--- src/rtl/softmax_pkg.sv ---
`default_nettype none
// ============================================================================
// Package  : softmax_pkg
// Purpose  : Shared definitions for the softmax exp-sum stage: FSM state
//            encoding, counter width, default frame geometry and a helper
//            for buffer address width.
// Revision : 1.0 - initial release
// ============================================================================
package softmax_pkg;

  localparam int CNT_W                  = 8;
  localparam int STATE_W                = 3;
  localparam int DEFAULT_DATA_SIZE      = 32;
  localparam int DEFAULT_NUMBER_OF_DATA = 10;
  localparam int DEFAULT_SUM_SIZE       = 36;

  typedef enum logic [STATE_W-1:0] {
    IDLE    = 3'd0,
    ACCUM   = 3'd1,
    SUM_RDY = 3'd2,
    REPLAY  = 3'd3,
    DONE    = 3'd4
  } state_t;

  // Address bits needed to index a buffer of 'depth' entries (at least 1).
  function automatic int addr_width(input int depth);
    return (depth > 1) ? $clog2(depth) : 1;
  endfunction

endpackage
`default_nettype wire

--- src/rtl/exp_sum_buffer.sv ---
`default_nettype none
// ============================================================================
// Module   : exp_sum_buffer
// Purpose  : Frame buffer for exp values. Synchronous single write port,
//            combinational read port. Storage is intentionally not reset.
// Ports    : clk      in  clock (rising edge)
//            wr_en    in  write enable
//            wr_addr  in  write address
//            wr_data  in  write data
//            rd_addr  in  read address
//            rd_data  out data stored at rd_addr
// Revision : 1.0 - initial release
// ============================================================================
module exp_sum_buffer #(
  parameter int WIDTH  = 32,
  parameter int DEPTH  = 10,
  parameter int ADDR_W = 4
) (
  input  logic              clk,
  input  logic              wr_en,
  input  logic [ADDR_W-1:0] wr_addr,
  input  logic [WIDTH-1:0]  wr_data,
  input  logic [ADDR_W-1:0] rd_addr,
  output logic [WIDTH-1:0]  rd_data
);

  logic [WIDTH-1:0] mem [DEPTH];

  always_ff @(posedge clk) begin
    if (wr_en) begin
      mem[wr_addr] <= wr_data;
    end
  end

  assign rd_data = mem[rd_addr];

endmodule
`default_nettype wire

--- src/rtl/exp_sum_block.sv ---
`default_nettype none
// ============================================================================
// Module   : exp_sum_block
// Purpose  : Softmax stage after the exponent stage. Captures a frame of exp
//            values, accumulates their sum, publishes the sum, then replays
//            the buffered values to the divider over a valid/ready handshake.
// Config   : EXP_SUM_SAT_EN - when defined the accumulator clamps to all-ones
//            on carry-out; otherwise it wraps. Overflow is flagged either way.
// Ports    : clock_i            in  clock (rising edge)
//            reset_n_i          in  asynchronous active-low reset
//            sum_data_i         in  exp value from exp stage
//            sum_data_valid_i   in  sum_data_i valid (no upstream backpressure)
//            sum_done_i         in  upstream frame complete (level)
//            clear_i            in  pulse: leave DONE, start a new frame
//            out_ready_i        in  downstream accepts sum_data_o
//            sum_data_o         out replayed exp value
//            sum_data_valid_o   out replay beat valid
//            sum_total_o        out frame sum
//            sum_total_valid_o  out frame sum final
//            sum_done_o         out all entries replayed
//            sum_overflow_o     out sticky accumulator carry-out
// Revision : 1.0 - initial release
// ============================================================================
module exp_sum_block
  import softmax_pkg::*;
#(
  parameter int data_size      = DEFAULT_DATA_SIZE,
  parameter int number_of_data = DEFAULT_NUMBER_OF_DATA,
  parameter int sum_size       = DEFAULT_SUM_SIZE
) (
  input  logic                 clock_i,
  input  logic                 reset_n_i,
  input  logic [data_size-1:0] sum_data_i,
  input  logic                 sum_data_valid_i,
  input  logic                 sum_done_i,
  input  logic                 clear_i,
  input  logic                 out_ready_i,
  output logic [data_size-1:0] sum_data_o,
  output logic                 sum_data_valid_o,
  output logic [sum_size-1:0]  sum_total_o,
  output logic                 sum_total_valid_o,
  output logic                 sum_done_o,
  output logic                 sum_overflow_o
);

  localparam int               AW     = addr_width(number_of_data);
  localparam logic [CNT_W-1:0] ONE    = CNT_W'(1);
  localparam logic [CNT_W-1:0] N_CNT  = CNT_W'(number_of_data);
  localparam logic [CNT_W-1:0] N_LAST = N_CNT - ONE;

  state_t state, next_state;

  logic [CNT_W-1:0]    wr_ptr, rd_ptr, count;
  logic [sum_size-1:0] sum_q;
  logic                overflow_q;

  logic                accept;   // store + add this cycle
  logic                fire;     // replay beat transferred this cycle
  logic [sum_size:0]   add_full; // extra top bit is the carry-out
  logic [sum_size-1:0] sum_next;
  logic [data_size-1:0] rd_data;

  // --------------------------------------------------------------------------
  // Accumulator arithmetic
  // --------------------------------------------------------------------------
  assign add_full = {1'b0, sum_q} + (sum_size + 1)'(sum_data_i);

`ifdef EXP_SUM_SAT_EN
  // Once clamped, any further non-zero add carries again, so the sum stays
  // pinned at all-ones for the rest of the frame.
  assign sum_next = add_full[sum_size] ? {sum_size{1'b1}} : add_full[sum_size-1:0];
`else
  assign sum_next = add_full[sum_size-1:0];
`endif

  // --------------------------------------------------------------------------
  // FSM state register
  // --------------------------------------------------------------------------
  always_ff @(posedge clock_i or negedge reset_n_i) begin
    if (!reset_n_i) begin
      state <= IDLE;
    end else begin
      state <= next_state;
    end
  end

  // --------------------------------------------------------------------------
  // FSM next-state and datapath strobes
  // --------------------------------------------------------------------------
  always_comb begin
    next_state = state;
    accept     = 1'b0;
    fire       = 1'b0;
    case (state)
      IDLE: begin
        if (sum_data_valid_i) begin
          accept     = 1'b1;
          // A one-entry frame is already complete after the first value.
          next_state = (N_CNT == ONE) ? SUM_RDY : ACCUM;
        end else if (sum_done_i) begin
          next_state = DONE;
        end
      end
      ACCUM: begin
        if (sum_data_valid_i && (count < N_CNT)) begin
          accept = 1'b1;
        end
        // A value arriving with sum_done_i is accepted on the same edge.
        if (accept && (count == N_LAST)) begin
          next_state = SUM_RDY;
        end else if (sum_done_i) begin
          next_state = SUM_RDY;
        end
      end
      SUM_RDY: begin
        next_state = REPLAY;
      end
      REPLAY: begin
        if (out_ready_i) begin
          fire = 1'b1;
          if (rd_ptr == (count - ONE)) begin
            next_state = DONE;
          end
        end
      end
      DONE: begin
        if (clear_i) begin
          next_state = IDLE;
        end
      end
      default: begin
        next_state = IDLE;
      end
    endcase
  end

  // --------------------------------------------------------------------------
  // Pointers, count and accumulator
  // --------------------------------------------------------------------------
  always_ff @(posedge clock_i or negedge reset_n_i) begin
    if (!reset_n_i) begin
      wr_ptr     <= '0;
      rd_ptr     <= '0;
      count      <= '0;
      sum_q      <= '0;
      overflow_q <= 1'b0;
    end else if ((state == DONE) && clear_i) begin
      wr_ptr     <= '0;
      rd_ptr     <= '0;
      count      <= '0;
      sum_q      <= '0;
      overflow_q <= 1'b0;
    end else begin
      // In IDLE the accumulator is already zero, so the add yields the value.
      if (accept) begin
        sum_q      <= sum_next;
        overflow_q <= overflow_q | add_full[sum_size];
        wr_ptr     <= wr_ptr + ONE;
        count      <= count + ONE;
      end
      if (fire) begin
        rd_ptr <= rd_ptr + ONE;
      end
    end
  end

  // --------------------------------------------------------------------------
  // Frame buffer
  // --------------------------------------------------------------------------
  exp_sum_buffer #(
    .WIDTH  (data_size),
    .DEPTH  (number_of_data),
    .ADDR_W (AW)
  ) u_buffer (
    .clk     (clock_i),
    .wr_en   (accept),
    .wr_addr (wr_ptr[AW-1:0]),
    .wr_data (sum_data_i),
    .rd_addr (rd_ptr[AW-1:0]),
    .rd_data (rd_data)
  );

  // --------------------------------------------------------------------------
  // Outputs (all derived from registered state, zero in IDLE)
  // --------------------------------------------------------------------------
  assign sum_data_valid_o  = (state == REPLAY);
  // Buffer is not reset, so gate the read data to keep outputs zero outside replay.
  assign sum_data_o        = sum_data_valid_o ? rd_data : '0;
  assign sum_total_o       = sum_q;
  assign sum_total_valid_o = (state == SUM_RDY) || (state == REPLAY) || (state == DONE);
  assign sum_done_o        = (state == DONE);
  assign sum_overflow_o    = overflow_q;

endmodule
`default_nettype wire
--- config.mk ---
export PLATFORM = sky130hd
export DESIGN_NAME = exp_sum_block
export DESIGN_NICKNAME = d
export VERILOG_FILES = /design/src/rtl/softmax_pkg.sv /design/src/rtl/exp_sum_buffer.sv /design/src/rtl/exp_sum_block.sv
export SDC_FILE = /design/constraint.sdc
export NUM_CORES = 1
export LEC_CHECK = 0
export ABC_CLOCK_PERIOD_IN_PS = 6500
export BUFFER_PORTS_ARGS = -buffer_cell sky130_fd_sc_hd__buf_2
export CORE_ASPECT_RATIO = 2
export CORE_UTILIZATION = 50
export DETAILED_ROUTE_END_ITERATION = 10
export GPL_ROUTABILITY_DRIVEN = 0
export PLACE_DENSITY = 0.68
export SKIP_LAST_GASP = 1
export SLEW_MARGIN = 20
export SYNTH_ARGS = -nofsm -noshare
export SYNTH_HDL_FRONTEND = slang
export SYNTH_SLANG_ARGS = --single-unit
--- constraint.sdc ---
create_clock -name clock_i -period 6.5 [get_ports clock_i]
set_input_delay 1.3 -clock clock_i [delete_from_list [all_inputs] [get_ports clock_i]]
set_output_delay 1.3 -clock clock_i [all_outputs]
set_load 0.01 [all_outputs]
==> results by stage <==
Synthesis:
- The main flop type after synthesis is edfxtp_1.
- In the post-synthesis netlist, the biggest area contributors are edfxtp_1 57%, dfrtp_1 8.9%, mux4_2 8.5%, a211oi_1 3.1%, ha_1 3.0%.
- The number of nets in the synthesized netlist is 1,196.
- The Yosys step of the flow raised 0 warnings.
- After synthesis, flip-flops and latches occupy 65.6% of the total area.
- The top cell type by area accounts for 56.7% of the synthesized area.
- The cell area that synthesis handed to floorplanning was 16,900 sq um.
- The average instance area after synthesis is 15.2 sq um.
- The register bit count reported by yosys is 380.
- The number of standard cells after synthesis is 1,117.
- The distinct cell type count after synthesis is 65.
- In the synthesized netlist the async set-or-reset flop fraction comes to 15.8%.
- The synthesized design spends more area on one cell type than any other, namely edfxtp_1.
- Yosys mapped a number of flops with a built-in enable equal to 320.

Timing:
- After layout, the worst setup slack is 1850 ps.
- The achievable clock frequency is 0.215 GHz.
- The measured slew at the worst slew-check pin is 1030 ps.
- Setup repair after global routing left no endpoint under its margin.
- The count of endpoints failing hold in the final timing report is 0.
- The setup TNS is 0 ps.
- The post-route clock period utilization is 71.5%.
- Setup violations remaining at the end of the flow were counted as 0.
- The worst slew margin relative to its limit is 31.1%.
- The final period demand of the worst path is 4650 ps.
- The count of final max-slew check failures is 0.
- Clock skew on the completed layout was measured at 14.9 ps.

Critical path:
- The worst setup slack for register-to-register paths is 3220 ps.
- The critical path in this run is classified as flip-flop to output port.
- The worst setup path is launched from a flip-flop.
- STA classifies the critical path endpoint as an output port.
- The maximum fanout count along the critical path is 48.
- For the worst setup path, the data arrival time is 3350 ps.
- The data required time at the worst endpoint is 5200 ps.

CTS:
- The number of setup buffers added after CTS is 0.
- The clock latency reported for the late side of the worst-skew pair is 580 ps.
- The clock tree from TritonCTS is yes.
- The number of buffers created by CTS is 31.
- Counting along the longest clock path gives a buffer depth of 3.
- Gates resized during post-CTS repair numbered 0.
- The post-CTS clock slew at the launch and capture registers of the worst setup and hold paths is 70 ps.
- The number of sinks on the clock net is 380.
- CTS built an H-tree with a depth of 1.
- The number of buffers added to fix hold violations after cts is 0.
- The cell at the root of the clock tree is clkbuf_16.

Global routing:
- Entering global routing, the biggest net connects 79 pins.
- Global routing used 23.2% of the available tracks across all layers.
- The via count of the first global-routing pass is 10,700.
- The number of antenna violations at the first check in global routing is 1.
- The total congestion overflow is 0.
- The first-pass GRT wire length is 61,000 um.

Floorplanning:
- The floorplan step defined a die boundary enclosing 34,700 sq um.
- For this configuration, the core starts out at a cell density of 50.5%.
- The initialized floorplan defines 95 standard-cell rows.
- For this design the top-level I/O count stands at 110.
- The chip width is 132 um.
- The core region is 33,500 sq um.
- The die is 262 um tall.

Final layout:
- The top cell types in the final layout, fill and taps aside, are 320 x edfxtp_1, 109 x buf_2, 69 x a211oi_1, 64 x mux4_2, 57 x dfrtp_1.
- The share of final-layout standard cells stronger than drive strength 1 is 21.0%.
- Leaving out fill and tap cells, the most frequent cell in the layout is edfxtp_1.
- For this run, the number of standard cells in the final layout without fillers is 1,673.
- The number of nets in the finished design is 1,291.
- With fillers left out, the area of the finished cells amounts to 19,100 sq um.
- Compared with the post-synthesis result, the final layout area differs by 12.7%.

Drt:
- The final layout contains routed wiring with a total length of 39,000 um.
- The detail-routed net length per standard cell is 23.3 um.
- The via density per instance is 6.15.
- The number of DRC violations after detailed-routing iteration 0 is 628.
- The first detailed-routing pass ran for 5 iterations.
- In the routed design, unresolved DRC markers number 0.
- The via count is 10,300.
- The count of nets left with antenna violations once routing finished came out at 0.

Power and ir drop:
- The combinational fraction of design power is 36.9%.
- The worst-case vdd ir drop is 0.224 mV.
- The register share of total power is 38.1%.
- In this run, the clock network consumes 25.1% of the power.
- The switching part of the total is 34.9%.
- The leakage power summed over all cells is 0.00695 uW.
- The internal power contribution is 5440 uW.
- For this design the total switching power over the nets is 2920 uW.
- The power after layout is 8360 uW.
- In this run the power density over the cells is 438 nW/um^2.

Placed design:
- During placement, the flow inserted port buffers numbering 109.
- Prior to clock tree synthesis, the placed netlist has a worst setup slack of 2310 ps.
- After detailed placement, the total cell area comes to 18,000 sq um.
- Once detailed placement completed, the half-perimeter wirelength came to 24,400 um.
- The cell total after placement is 1,615.

Worst hold path:
- The min-delay analysis places its worst path in the category flip-flop to flip-flop.

Job:
- The number of maximum-capacitance constraint violations is 0.

Status:
- The run finished with clean final reports.
final timing paths:
kind                           startpoint               to  cells past startpoint
hold / removal             sum_overflow_o   sum_overflow_o                      1
hold reg to reg            sum_overflow_o   sum_overflow_o                      1
setup / recovery                rd_ptr[0]   sum_data_o[17]                      6
min in group asynchronous       reset_n_i        rd_ptr[0]                      2
setup reg to reg                rd_ptr[2]         state[2]                     10
max in group asynchronous       reset_n_i  sum_total_o[25]                      2
sequential cells by signal (all words and copies together) (netlist names):
register        count
wr_ptr              4
state               3
sum_overflow_o      1
sum_total_o        36
u_buffer.mem      320
count               8
rd_ptr              8
cells by family after synthesis:
family	after synthesis	synth area share [%]
buffers and inverters	92	2.13
AOI/OAI and AO/OA	216	8.70
muxes	102	10.8
adders and majority gates	41	3.07
and+or+nand+nor	243	7.55
DFF	380	65.6
xor gates and xnor gates	43	2.22
power by group through the flow:
stage	Combinational [uW]	Sequential [uW]	Clock, uW
after global placement	3060	3230	0
after detailed placement	3100	3240	0
final	3080	3180	2090
after floorplan	2260	3040	0
after global routing	3360	3220	2200
after CTS	3110	3190	2130
per-layer routing:
layer | track usage, % | share of wire, % | up-vias
li1 | - | - | 4596
met1 | 28.0 | 39 | 5300
met2 | 42.2 | 53 | 310
met3 | 2.30 | 4.6 | 78
met4 | 9.40 | 3.3 | 0
met5 | 0 | 0 | -
per-stage QoR:
step,hold slack (ps),util (%)
after floorplan,521,-
after global placement,470,53.6
after detailed placement,481,53.6
after CTS,499,57.0
after global routing,524,57.0
final,499,57.0
synthesized netlist by cell type, drive strengths merged (5+ instances only):
library cell	number
nor3	12
and2	39
xnor2	21
edfxtp	320
o31ai	6
a211oi	70
nand3	45
o21ai	42
nand2	48
nand4	19
inv	23
ha	40
and3	13
xor2	22
nor2	35
mux2i	38
a21oi	35
buf	17
a211o	5
a31oi	6
a21o	16
o21bai	6
clkbuf	52
dfrtp	60
mux4	64
critical path: stages, from the launching register on:
cell and delay (ps):
dfrtp_4 1030, buf_4 450, mux4_2 530, and2_1 170, a211oi_1 270, a211oi_1 90, buf_2 180
final cells by class:
class	instances	area (sq um)
tap	436	546
inverter	23	86.3
multi-input combinational	645	5490
clock buffer	33	783
fill	2684	14400
antenna	1	2.50
sequential	380	11100
timing repair buffer	131	711
clock inverter	24	362
(Power assumes the default switching activity.)
